**config.mk**
```make
export PLATFORM = sky130hd
export DESIGN_NAME = carry_select_adder16
export DESIGN_NICKNAME = d
export VERILOG_FILES = /design/src/rtl/carry_select_adder16_pkg.sv /design/src/rtl/carry_select_adder16_ripple_adder4.sv /design/src/rtl/carry_select_adder16.sv
export SDC_FILE = /design/constraint.sdc
export NUM_CORES = 1
export LEC_CHECK = 0
export ABC_AREA = 1
export ABC_CLOCK_PERIOD_IN_PS = 800
export CAP_MARGIN = 20
export CORE_MARGIN = 2
export CORE_UTILIZATION = 47
export CTS_CLUSTER_DIAMETER = 30
export DETAILED_ROUTE_END_ITERATION = 10
export PLACE_DENSITY = 0.84
export SETUP_SLACK_MARGIN = 0.2
export SYNTH_ARGS = -nofsm -noshare
export SYNTH_HDL_FRONTEND = slang
export SYNTH_HIERARCHICAL = 1
export SYNTH_SLANG_ARGS = --single-unit
```
**constraint.sdc**
```tcl
create_clock -name clk -period 0.8 [get_ports clk]
set_input_delay 0.16 -clock clk [delete_from_list [all_inputs] [get_ports clk]]
set_output_delay 0.16 -clock clk [all_outputs]
set_load 0.02 [all_outputs]
```
**src/rtl/carry_select_adder16_pkg.sv**
```systemverilog
// Shared constants and helpers for the registered carry-select adder.
package carry_select_adder16_pkg;

    // Default operand width and carry-select block width
    localparam int CSA_WIDTH = 16;
    localparam int CSA_BLOCK = 4;

    // Signed overflow: both operands share a sign that the sum does not carry
    function automatic logic ovf_f(input logic a_msb, input logic b_msb, input logic s_msb);
        return (a_msb == b_msb) && (s_msb != a_msb);
    endfunction

endpackage

```
**src/rtl/carry_select_adder16_ripple_adder4.sv**
```systemverilog
// Ripple-carry adder block built from full adders; one carry-select building block.
module ripple_adder4 #(
    parameter int BITS = 4
) (
    input  logic [BITS-1:0] i_a,
    input  logic [BITS-1:0] i_b,
    input  logic            i_ci,
    output logic [BITS-1:0] o_s,
    output logic            o_co
);

    logic [BITS:0] w_c;

    assign w_c[0] = i_ci;

    // Each stage is a textbook full adder; carries ripple LSB to MSB
    for (genvar i = 0; i < BITS; i++) begin : g_fa
        assign o_s[i]   = i_a[i] ^ i_b[i] ^ w_c[i];
        assign w_c[i+1] = (i_a[i] & i_b[i]) | (w_c[i] & (i_a[i] ^ i_b[i]));
    end

    assign o_co = w_c[BITS];

endmodule

```
**src/rtl/carry_select_adder16.sv**
```systemverilog
// Registered carry-select adder: {cout,sum} = a + b + cin, plus signed overflow.
// Block 0 ripples from cin; every upper block precomputes both carry-in cases
// and the carry of the block below picks one, so the critical path is one
// block ripple plus a chain of 2:1 muxes.
module carry_select_adder16
    import carry_select_adder16_pkg::*;
#(
    parameter int WIDTH = CSA_WIDTH,
    parameter int BLOCK = CSA_BLOCK
) (
    input  logic             clk,
    input  logic             rst_n,
    input  logic             in_valid,
    input  logic [WIDTH-1:0] a,
    input  logic [WIDTH-1:0] b,
    input  logic             cin,
    output logic [WIDTH-1:0] sum,
    output logic             cout,
    output logic             ovf,
    output logic             out_valid
);

    localparam int NBLK = WIDTH / BLOCK;

    // w_carry[k] is the selected carry into block k; w_carry[NBLK] is the MSB carry-out
    logic [NBLK:0]    w_carry;
    logic [WIDTH-1:0] w_sum;
    logic             w_ovf;

    logic [WIDTH-1:0] r_sum;
    logic             r_cout;
    logic             r_ovf;
    logic             r_valid;

    assign w_carry[0] = cin;

    for (genvar k = 0; k < NBLK; k++) begin : g_blk
        if (k == 0) begin : g_first
            // Lowest block has a real carry-in, so a single ripple adder suffices
            ripple_adder4 #(.BITS(BLOCK)) u_rca (
                .i_a  (a[BLOCK-1:0]),
                .i_b  (b[BLOCK-1:0]),
                .i_ci (w_carry[0]),
                .o_s  (w_sum[BLOCK-1:0]),
                .o_co (w_carry[1])
            );
        end else begin : g_sel
            logic [BLOCK-1:0] w_s0;
            logic [BLOCK-1:0] w_s1;
            logic             w_c0;
            logic             w_c1;

            // Speculative sum assuming no carry into this block
            ripple_adder4 #(.BITS(BLOCK)) u_rca0 (
                .i_a  (a[k*BLOCK +: BLOCK]),
                .i_b  (b[k*BLOCK +: BLOCK]),
                .i_ci (1'b0),
                .o_s  (w_s0),
                .o_co (w_c0)
            );

            // Speculative sum assuming a carry into this block
            ripple_adder4 #(.BITS(BLOCK)) u_rca1 (
                .i_a  (a[k*BLOCK +: BLOCK]),
                .i_b  (b[k*BLOCK +: BLOCK]),
                .i_ci (1'b1),
                .o_s  (w_s1),
                .o_co (w_c1)
            );

            // Carry from the block below selects the matching speculative result
            assign w_sum[k*BLOCK +: BLOCK] = w_carry[k] ? w_s1 : w_s0;
            assign w_carry[k+1]            = w_carry[k] ? w_c1 : w_c0;
        end
    end

    assign w_ovf = ovf_f(a[WIDTH-1], b[WIDTH-1], w_sum[WIDTH-1]);

    // Result register: load on in_valid, hold otherwise; valid tracks in_valid
    always_ff @(posedge clk or negedge rst_n) begin
        if (!rst_n) begin
            r_sum   <= {WIDTH{1'b0}};
            r_cout  <= 1'b0;
            r_ovf   <= 1'b0;
            r_valid <= 1'b0;
        end else begin
            r_valid <= in_valid;
            if (in_valid) begin
                r_sum  <= w_sum;
                r_cout <= w_carry[NBLK];
                r_ovf  <= w_ovf;
            end else begin
                r_sum  <= r_sum;
                r_cout <= r_cout;
                r_ovf  <= r_ovf;
            end
        end
    end

    assign sum       = r_sum;
    assign cout      = r_cout;
    assign ovf       = r_ovf;
    assign out_valid = r_valid;

endmodule

```
### Word-level counts from Yosys, hierarchy flattened

Cells that the tools add are included.
Widths: inputs -> output; s select.

| word-level totals | value |
|---|---|
| word-level logic and storage cells | 117 |
| bits of input ports | 36 |
| output and inout port bits | 19 |
| register bits | 19 |

| cells by class | value |
|---|---|
| reductions and logical operators | 1 |
| bitwise operators | 104 |
| muxes and demuxes | 6 |
| equal/unequal tests | 2 |

Operator list:

| operator | count |
|---|---|
| $and 1x1->1 | 38 |
| $xor 1x1->1 | 38 |
| $or 1x1->1 | 25 |
| $mux 4 | 3 |
| $mux 1 | 3 |
| $not 1->1 | 3 |
| $eq 1x1->1 | 1 |
| $logic_and 1x1->1 | 1 |
| $ne 1x1->1 | 1 |

### Longest topological paths before layout

| logic depth | value |
|---|---|
| word-level depth | 14 |
| mapped depth | 17 |
| gate-level depth less buffers | 17 |

### By module

Netlist, hierarchy kept.

By module, submodules not included:

| module | area an instance (um^2) | sequential area each (um^2) | cells each | instances |
|---|---|---|---|---|
| carry_select_adder16 | 914.6 | 475.5 | 114 | 1 |
| ripple_adder4 | 117.6 | 0.0 | 14 | 7 |

### Least setup slack after synthesis

OpenSTA, ideal clock, no wires.

| timing path | value |
|---|---|
| kind | input-to-reg |
| from | in a[0] |
| to | reg r_ovf, in the netlist ovf |
| path buffers | 0 |
| library setup time | 0.117 ns |
| slack | -1.340 ns |
| cell stages on the path | 16 |
| data required time | 0.683 ns |
| arrival | 2.022 ns |
| cells stage by stage | fa_1 -> inv_1 -> fa_1 -> inv_1 -> fa_1 -> inv_1 -> fa_1 -> inv_1 -> inv_2 -> nand2_4 -> nand2_2 -> nand2_2 -> nand3_2 -> nand3_1 -> nand3_1 -> nand2_1 |

| on the way | value |
|---|---|
| longest elaborated chain between the ends | 14 |
| elaborated cells between the ends (all ways) | 15 |
| classes of those cells | eq/ne (1); mux (3); bitwise (10); reduce/logical (1) |

Ends and longest elaborated chain:

| item | RTL line | source |
|---|---|---|
| start, declared | carry_select_adder16.sv:14 | `input logic [WIDTH-1:0] a,` |
| $xor 1x1->1 | carry_select_adder16_ripple_adder4.sv:19 | `assign w_c[i+1] = (i_a[i] & i_b[i]) \| (w_c[i] & (i_a[i] ^ i_b[i]));` |
| $and 1x1->1 | carry_select_adder16_ripple_adder4.sv:19 |  |
| $or 1x1->1 (*) | carry_select_adder16_ripple_adder4.sv:19 |  |
| $and 1x1->1 (*) | carry_select_adder16_ripple_adder4.sv:19 |  |
| $or 1x1->1 (*) | carry_select_adder16_ripple_adder4.sv:19 |  |
| $and 1x1->1 (*) | carry_select_adder16_ripple_adder4.sv:19 |  |
| $or 1x1->1 (*) | carry_select_adder16_ripple_adder4.sv:19 |  |
| $and 1x1->1 (*) | carry_select_adder16_ripple_adder4.sv:19 |  |
| $or 1x1->1 (*) | carry_select_adder16_ripple_adder4.sv:19 |  |
| named net w_carry[1] | carry_select_adder16.sv:26 | `logic [NBLK:0] w_carry;` |
| $mux 1 (*) (2 in series) | carry_select_adder16.sv:73 | `assign w_carry[k+1] = w_carry[k] ? w_c1 : w_c0;` |
| $mux 4 (*) | carry_select_adder16.sv:72 | `assign w_sum[k*BLOCK +: BLOCK] = w_carry[k] ? w_s1 : w_s0;` |
| $ne 1x1->1 (*) | carry_select_adder16_pkg.sv:10 | `return (a_msb == b_msb) && (s_msb != a_msb);` |
| $logic_and 1x1->1 (*) | carry_select_adder16_pkg.sv:10 |  |
| end signal, assigned | carry_select_adder16.sv:91 | `r_ovf <= w_ovf;` |
| end signal, assigned | carry_select_adder16.sv:95 | `r_ovf <= r_ovf;` |
| end, declared | carry_select_adder16.sv:32 | `logic r_ovf;` |

The timed path passes the listed nets; every way through them passes the cells marked *.
A chain may end at the register's enable or synchronous reset.

### Worst setup path in the final report

| timing path | value |
|---|---|
| from | in b[12] |
| to | reg r_ovf, in the netlist ovf |

| on the way | value |
|---|---|
| elaborated cells between the ends (all ways) | 16 |
| classes of those cells | eq/ne (1); mux (1); bitwise (13); reduce/logical (1) |

RTL lines:

| item | RTL line | source |
|---|---|---|
| start, declared | carry_select_adder16.sv:15 | `input logic [WIDTH-1:0] b,` |
| $and 1x1->1 (2 in series) | carry_select_adder16_ripple_adder4.sv:19 |  |
| $or 1x1->1 | carry_select_adder16_ripple_adder4.sv:19 |  |
| $and 1x1->1 | carry_select_adder16_ripple_adder4.sv:19 |  |
| $or 1x1->1 | carry_select_adder16_ripple_adder4.sv:19 |  |
| $xor 1x1->1 | carry_select_adder16_ripple_adder4.sv:18 | `assign o_s[i] = i_a[i] ^ i_b[i] ^ w_c[i];` |
| named net g_blk[3].g_sel.w_s0[3] | carry_select_adder16.sv:48 | `logic [BLOCK-1:0] w_s0;` |
| $mux 4 | carry_select_adder16.sv:72 |  |
| $ne 1x1->1 | carry_select_adder16_pkg.sv:10 |  |
| $logic_and 1x1->1 | carry_select_adder16_pkg.sv:10 |  |

The timed path passes the listed nets, and every way through them passes these cells.

==> qor.yml <==
run_status: "finished, violations left"
failed_checks: "setup timing"
p_leak_nw: 1.49
number_of_fill_cells_in_the_layout: 229
max_cap_violations: 0
route.final.wire_length_mm: 4.25
report.final.hold_viol_count: 0
pin_count: 55
synth-seq-cells: 19
flow.area_growth_from_synthesis_pct: 64.7
grt_first_pass_wirelength_mm: 6.42
final_net_count: 366
whs_ns: 0.248
timing.setup.tns_ns: -20.82
layout-drive-gt1-share_pct: 47.8
numPortBuffers: 54
vias_after_detailed_routing: 1609
clock_latency_ns: 0.24
vias_per_cell: 4.61
detail_route.drc_violations: 0
cp_arrival_ns: 2.19
dr.first_iter.drc_count: 41
layout_worst_path_cycle_share_pct: 256
crit-reg2reg-capture: "ovf"
grt_remaining_overflow: 0
number_of_global_route_vias_before_repair: 1573
crit_path_end_kind: "flop"
cts_made_buffers: 3
die_width_um: 64.8
maximum_buffer_depth_of_the_clock_tree: 2
startpoint_type: "input port"
clock-skew-final_ns: 0
critPathMaxFanout: 3
count_of_distinct_cell_types_in_the_synthesized_netlist: 19
place_congestion: 0.723
finalInstanceArea_sq_um: 2860
cts_num_sinks: 19
timing.final.crit_period_ns: 2.05
setup_slack_on_the_worst_flop_to_flop_path_ns: -0.09
clk_pin_slew_worst_paths_ns: 0.07
post_cts_hold_buffer_count: 0
fp-row-count: 22
avg_wl_per_cell_um: 12.2
avgSynthCellArea_sq_um: 8.20
core_area_sq_um: 3610
yosys_warnings: 6
path_class: "in -> reg"
finalSetupViolCount: 37
drt.antenna.violating_nets: 0
die_area_sq_um: 4200
maxClockFrequency_mhz: 488
largest_net_degree_at_the_start_of_global_routing: 21
power_density_nw_per_um2: 1560
worst_hold_path_type: "in -> async"
die_y_um: 64.8
diode_count: 0
worst-endpoint-required_ns: 0.94
grt_use_total_pct: 19.3
place_worst_setup_slack_ns: -1.95
hpwl_mm: 3.08
cts_tree: "done"
reg2reg_depth: 4
postLayoutSetupSlackWorst_ns: -1.25
synth_seq_area_share_pct: 27.4
synthCells: 212
rsz0062_at_grt: "true"
antenna_violations_before_repair: 0
cell_at_the_root_of_the_clock_tree: "sky130_fd_sc_hd__clkbuf_8"
syn_area_sq_um: 1740
placedInstanceArea_sq_um: 2540
design_power_total_mw: 4.47
clock_tree.htree_level_count: 1
start_util_pct: 48.2
firstDrtPassIters: 4
slew_violations: 0
timing.rr.start: "ovf"
vdd_drop_max_uv: 866
## power breakdown
part / switching (mW) / internal, mW
Sequential: 0.150 / 1.15
Clock: 0.296 / 0.353
Combinational: 1.24 / 1.29
## sequential cells by signal, indices dropped and copies added (netlist names)
register / count
ovf: 1
sum: 16
out_valid: 1
cout: 1
## placed cells by master (no fill, tap or decap), types with 4 or more instances in the layout
master	count
sky130_fd_sc_hd__buf_4	25
sky130_fd_sc_hd__o21ai_2	7
sky130_fd_sc_hd__inv_2	26
sky130_fd_sc_hd__fa_2	21
sky130_fd_sc_hd__inv_1	47
sky130_fd_sc_hd__fa_1	7
sky130_fd_sc_hd__nor2_4	6
sky130_fd_sc_hd__buf_6	26
sky130_fd_sc_hd__clkdlybuf4s50_1	17
sky130_fd_sc_hd__conb_1	6
sky130_fd_sc_hd__dfrtp_1	19
sky130_fd_sc_hd__nand2_1	29
sky130_fd_sc_hd__o21ai_1	13
sky130_fd_sc_hd__dlygate4sd2_1	8
sky130_fd_sc_hd__nand3_2	4
sky130_fd_sc_hd__o21ai_0	4
sky130_fd_sc_hd__nand2_4	4
sky130_fd_sc_hd__nor2_2	5
## cell type report
class	count	area, sq um	share of cell area [%]
Clock buffer	4	45.0	1.57
Tap cell	48	60.1	2.10
Timing Repair Buffer	84	821	28.7
Sequential cell	19	475	16.6
Multi-Input combinational cell	116	1150	40.3
Inverter	78	308	10.8
## cell usage after synthesis
| cell type | n | share of area (%) |
|---|---|---|
| sky130_fd_sc_hd__nand3_2 | 3 | 1.7 |
| sky130_fd_sc_hd__nand2_4 | 1 | 0.65 |
| sky130_fd_sc_hd__nor2_1 | 13 | 2.8 |
| sky130_fd_sc_hd__inv_1 | 74 | 16 |
| sky130_fd_sc_hd__inv_2 | 3 | 0.65 |
| sky130_fd_sc_hd__o21ai_0 | 12 | 3.5 |
| sky130_fd_sc_hd__a31oi_1 | 1 | 0.36 |
| sky130_fd_sc_hd__clkinv_1 | 1 | 0.22 |
| sky130_fd_sc_hd__or2_2 | 1 | 0.36 |
| sky130_fd_sc_hd__buf_2 | 2 | 0.58 |
| sky130_fd_sc_hd__nand3_1 | 4 | 1.2 |
| sky130_fd_sc_hd__conb_1 | 2 | 0.43 |
| sky130_fd_sc_hd__nand2_1 | 31 | 6.7 |
| sky130_fd_sc_hd__fa_1 | 28 | 32 |
| sky130_fd_sc_hd__nand2_2 | 4 | 1.4 |
| sky130_fd_sc_hd__dfrtp_1 | 19 | 27 |
| sky130_fd_sc_hd__o21ai_2 | 1 | 0.50 |
| sky130_fd_sc_hd__o21ai_1 | 11 | 3.2 |
| sky130_fd_sc_hd__clkbuf_1 | 1 | 0.22 |
## cell families (layout without fill, tap and decap cells)
family          after synthesis  count (layout)  share of synthesized area [%]
buf+inv                      81             166                           17.6
other cells                   2               6                          0.432
flops                        19              19                           27.4
compound gates               25              25                           7.49
fa+ha+maj                    28              28                           32.3
simple gates                 57              57                           14.8
## how the worst max path moves through the flow
stage,start,endpoint,cells past startpoint
after global routing,a[8],ovf,15
after global placement,a[4],sum[12],15
final,b[12],ovf,14
after detailed placement,a[4],sum[12],15
after CTS,a[0],ovf,18
after floorplan,a[0],sum[12],15
## timing repair
action	4_1_cts	5_1_grt
endpoints found under the setup margin	38	37
pin swaps	37	26
gates resized for setup	211	27
setup buffers	8	7
## worst max-delay path, stage by stage
cell	delay [ns]
sky130_fd_sc_hd__buf_4	0.13
sky130_fd_sc_hd__fa_2	0.39
sky130_fd_sc_hd__inv_2	0.06
sky130_fd_sc_hd__fa_2	0.18
sky130_fd_sc_hd__inv_2	0.04
sky130_fd_sc_hd__fa_2	0.32
sky130_fd_sc_hd__inv_2	0.06
sky130_fd_sc_hd__fa_1	0.40
sky130_fd_sc_hd__inv_1	0.08
sky130_fd_sc_hd__nand3_2	0.09
sky130_fd_sc_hd__nand2_1	0.09
sky130_fd_sc_hd__nand2_1	0.06
sky130_fd_sc_hd__nand3_2	0.07
sky130_fd_sc_hd__nand2_1	0.05
## stage by stage
stage / cells / util, %
2_1_floorplan: 216 / -
3_3_place_gp: 330 / 70.4
3_5_place_dp: 330 / 70.4
4_1_cts: 342 / 76.0
5_1_grt: 349 / 79.4
6_report: 349 / 79.4
## routing by layer
metal / vias up / part of all wire (%) / GRT usage [%]
li1: 762 / - / -
met1: 787 / 37 / 21.1
met2: 45 / 56 / 38.9
met3: 15 / 4.0 / 1.91
met4: 0 / 2.8 / 4.79
met5: - / 0 / 0
Power figures use the tool's default switching activity.
